===== src/rtl/pwm_tone_monitor.sv =====
// pwm_tone_monitor: decodes a PWM/square-wave audio line into tone bursts.
// Measures tone half-period and counts completed beeps.
//
// Ports:
//   clk          system clock
//   reset        asynchronous active-high reset
//   pwm_in       audio line under observation (may be asynchronous)
//   clear        synchronous clear of beep_count
//   tone_active  high while a valid tone is being received
//   half_period  clocks between the last two edges of the current/last tone
//   period_valid one-cycle pulse when half_period updates
//   beep_count   completed beeps since reset/clear, saturating
//   beep_done    one-cycle pulse when a beep ends
module pwm_tone_monitor #(
  parameter int CNT_W          = 20,
  parameter int SILENCE_CYCLES = 100000,
  parameter int MIN_EDGES      = 4,
  parameter int BEEP_W         = 8
) (
  input  logic              clk,
  input  logic              reset,
  input  logic              pwm_in,
  input  logic              clear,
  output logic              tone_active,
  output logic [CNT_W-1:0]  half_period,
  output logic              period_valid,
  output logic [BEEP_W-1:0] beep_count,
  output logic              beep_done
);

  typedef enum logic [1:0] {
    IDLE = 2'd0,
    ARM  = 2'd1,
    TONE = 2'd2
  } state_t;

  localparam logic [CNT_W-1:0] SIL =
    CNT_W'(SILENCE_CYCLES);
  localparam logic [3:0] MIN_E = 4'(MIN_EDGES);

  state_t           state;
  logic             sync1;
  logic             sync2;
  logic             prev;
  logic [CNT_W-1:0] gap_cnt;
  logic [3:0]       edge_cnt;

  logic             edge_det;
  logic             silent;
  logic [CNT_W-1:0] interval;
  logic [3:0]       edge_nxt;

  assign edge_det = sync2 ^ prev;
  // Silence is judged on the registered gap count.
  assign silent   = (gap_cnt >= SIL);
  // gap_cnt is cleared on an edge, so +1 gives the edge spacing.
  assign interval = gap_cnt + CNT_W'(1);
  assign edge_nxt = edge_cnt + 4'd1;

  always_ff @(posedge clk or posedge reset) begin
    if (reset) begin
      sync1        <= 1'b0;
      sync2        <= 1'b0;
      prev         <= 1'b0;
      gap_cnt      <= '0;
      edge_cnt     <= '0;
      state        <= IDLE;
      tone_active  <= 1'b0;
      half_period  <= '0;
      period_valid <= 1'b0;
      beep_count   <= '0;
      beep_done    <= 1'b0;
    end else begin
      sync1        <= pwm_in;
      sync2        <= sync1;
      prev         <= sync2;
      period_valid <= 1'b0;
      beep_done    <= 1'b0;

      if (edge_det)
        gap_cnt <= '0;
      else if (~&gap_cnt)
        gap_cnt <= gap_cnt + CNT_W'(1);

      unique case (state)
        IDLE: begin
          if (edge_det) begin
            state    <= ARM;
            edge_cnt <= 4'd1;
          end
        end
        ARM: begin
          if (edge_det) begin
            edge_cnt <= edge_nxt;
            if (edge_nxt == MIN_E) begin
              state        <= TONE;
              tone_active  <= 1'b1;
              half_period  <= interval;
              period_valid <= 1'b1;
            end
          end else if (silent) begin
            // Too few edges: treat as a glitch.
            state    <= IDLE;
            edge_cnt <= '0;
          end
        end
        TONE: begin
          if (edge_det) begin
            half_period  <= interval;
            period_valid <= 1'b1;
          end else if (silent) begin
            state       <= IDLE;
            edge_cnt    <= '0;
            tone_active <= 1'b0;
            beep_done   <= 1'b1;
            if (~&beep_count)
              beep_count <= beep_count + BEEP_W'(1);
          end
        end
        default: begin
          state    <= IDLE;
          edge_cnt <= '0;
        end
      endcase

      // Placed last so a coincident clear overrides the increment.
      if (clear)
        beep_count <= '0;
    end
  end

endmodule


===== config.mk =====
export PLATFORM = sky130hd
export DESIGN_NAME = pwm_tone_monitor
export DESIGN_NICKNAME = d
export VERILOG_FILES = /design/src/rtl/pwm_tone_monitor.sv
export SDC_FILE = /design/constraint.sdc
export NUM_CORES = 1
export LEC_CHECK = 0
export ABC_AREA = 1
export CELL_PAD_IN_SITES_DETAIL_PLACEMENT = 0
export CELL_PAD_IN_SITES_GLOBAL_PLACEMENT = 2
export CORE_UTILIZATION = 33
export DETAILED_ROUTE_END_ITERATION = 16
export PLACE_DENSITY = 0.86
export SYNTH_ARGS = -nofsm -noshare
export SYNTH_HDL_FRONTEND = slang
export SYNTH_SLANG_ARGS = --single-unit

===== constraint.sdc =====
create_clock -name clk -period 2.16 [get_ports clk]
set_input_delay 0.324 -clock clk [delete_from_list [all_inputs] [get_ports clk]]
set_output_delay 0.324 -clock clk [all_outputs]
set_load 0.01 [all_outputs]

==> impl_metrics.yaml <==
clocking:
  cts_tree: "yes"
  clk_pin_slew_ps: 60
  htree_num_levels: 3
  clock_latency_ps: 330
  cts-root-buf: "clkbuf_8"
  ctsHoldBuffers: 0
  cts_setup_buffers: 0
  cts_buffers: 9
  cts_sinks: 60
  cts_buffer_depth: 2
  cts-resized-gates: 0
cells_and_area:
  n_antenna_cell: 0
  nets: 479
  syn2layout_area_growth_pct: 19.64
  final_core_util_pct: 41.48
  stdcell_area_mm2: 0.003887
  layout.cells.non_filler: 598
  drive_gt1_share_pct: 8.316
yosys:
  synth_most_common_cell: "nand2_1"
  ys.flop_type: "dfrtp_1"
  syn_inst: 424
  synth_area_mm2: 0.003249
  synth_edf_count: 0
  yosys_warnings: 0
  synth_top_area_cell: "dfrtp_1"
  synthTopCellsByCount: "nand2_1 (160), dfrtp_1 (60), nand3_1 (42)"
  async_flop_share_pct: 100.0
  yosysSeqAreaShare_pct: 46.21
  syn_nets: 436
  yosysUniqueCellTypes: 28
  yosysTopAreaCellShare_pct: 46.21
  ys_seq_elements: 60
  avgSynthCellArea_um2: 7.664
  ys_top_cells_by_area: "dfrtp_1 (46%), nand2_1 (18%), nand3_1 (6.5%)"
timing:
  hold_viol_final: 0
  skew_ps: 7.910
  worst_slew_pin_slew_ps: 350.5
  tns_ps: 0
  post-route-period-util_pct: 85.26
  setup_violations: 0
  slew_headroom_pct: 76.60
  report.final.slew_viol_count: 0
  min_period_ps: 1842
  fmax_ghz: 0.5430
  rsz0062_at_grt: "false"
grt:
  grt_usage_pct: 16.67
  antenna_found_initial: 0
  grt.overflow.total: 0
  grt_max_degree: 47
  grt_pass1_wl_um: 13140
  grt_pass1_vias: 2765
setup_path:
  crit_arrival_ps: 2090
  rrSetupSlack_ps: 320
  rr_worst_depth: 8
  start_kind: "flop"
  reg2reg_from: "gap_cnt[0]"
  crit_fanout: 12
  reg2reg_to: "gap_cnt[5]"
  endpoint_kind: "flop"
  cp.required_ps: 2410
  crit_type: "reg2reg"
die:
  num_rows: 35
  dieArea_mm2: 0.01025
  io_pins: 35
  die_y_um: 101.2
  coreArea_mm2: 0.009371
  start_util_pct: 34.67
  die_width_um: 101.2
run_status:
  status: "finished, final reports clean"
placement:
  port_buffers: 34
  placedCellCount: 585
  gp_congestion: 0.8120
  placed_cell_area_mm2: 0.003749
  dp_hpwl_um: 5602
drt:
  drtIter0Drc: 78
  vias_per_cell: 4.691
  dr.pass1.iters: 4
  drc_errors: 0
  routed_wirelength_um: 7732
  vias: 2805
  wl_per_cell_um: 12.93
  antenna_left: 0
power:
  p_per_area_mw_per_mm2: 737.3
  static-leakage-power_uw: 0.002040
  peakVddDrop_mv: 0.4455
worst_hold_path:
  worst_hold_path_type: "in2async"
run:
  maxCapViolCount: 0
## state kept, by name, summed over array words and instances, names as in the netlist
signal	count
gap_cnt	20
half_period	20
beep_count	8
edge_cnt	4
state	2
beep_done	1
period_valid	1
prev	1
sync1	1
sync2	1
tone_active	1
## worst max path at each step
stage                     depth (start not counted)  slack [ps]       start       endpoint
final                                             8         320  gap_cnt[0]     gap_cnt[5]
after global routing                              8         170  gap_cnt[0]     gap_cnt[7]
after CTS                                         8         300  gap_cnt[0]     gap_cnt[7]
after detailed placement                          8         320  gap_cnt[0]     gap_cnt[5]
after global placement                            8         380  gap_cnt[0]     gap_cnt[7]
after floorplan                                   1         350       reset  beep_count[0]
## metal layers
layer / track usage (%) / vias up / share of wire [%]
met4: 6.243 / 0 / 2.0
met2: 27.84 / 53 / 48
met3: 4.141 / 12 / 3.1
met5: 0 / - / 0
li1: - / 1432 / -
met1: 20.84 / 1308 / 47
## power breakdown
group	internal [uW]	leakage (uW)	switching (uW)
clock network	399	0.0000694	394
registers	1220	0.000813	104
logic	279	0.00116	467
## stage by stage
stage                     worst slack, ps  total power (uW)  hold WS, ps
after CTS                           295.3              2922        276.6
after detailed placement            316.7              2100        344.3
after global placement              383.7              2094        336.4
after floorplan                     351.3              1827        331.2
after global routing                171.8              3082        298.6
final                               318.3              2866        278.1
## layout make-up
class | instances | area [um^2]
Fill cell | 1003 | 5484
Multi-Input combinational cell | 312 | 1519
Sequential cell | 60 | 1501
Timing Repair Buffer | 41 | 405.4
Inverter | 43 | 161.4
Tap cell | 129 | 161.4
Clock buffer | 13 | 138.9
## logic make-up (layout without fill, tap and decap cells)
logic type | after synthesis | in the layout | share of synthesized area (%)
and+or+nand+nor | 272 | 272 | 36.89
DFF | 60 | 60 | 46.21
buffers and inverters | 52 | 97 | 7.046
AOI/OAI and AO/OA | 23 | 23 | 4.351
xor gates and xnor gates | 9 | 9 | 2.426
adders and majority gates | 8 | 8 | 3.081
## worst max-delay path, cell delays in order (launching register included)
cell and delay [ps]:
dfrtp_1 430, ha_1 230, nand3_2 130, nor2_4 160, nand2_4 90, nor2_4 120, nand3_2 240, buf_4 280
o21ai_0 80
## placed cells by master, fill, tap and decap left out, drive strengths merged
cell type        n
nand3b           1
a21o             1
clkbuf          13
nor2            37
clkdlybuf4s50   34
ha               8
xor2             5
buf              7
nand4           17
o21ai           15
nand3           47
o21bai           2
dfrtp           60
nor3             4
a21oi            3
xnor2            4
a31o             2
or2              3
nand2          163
inv             43
No activity file was read; power rests on OpenSTA's default activity.
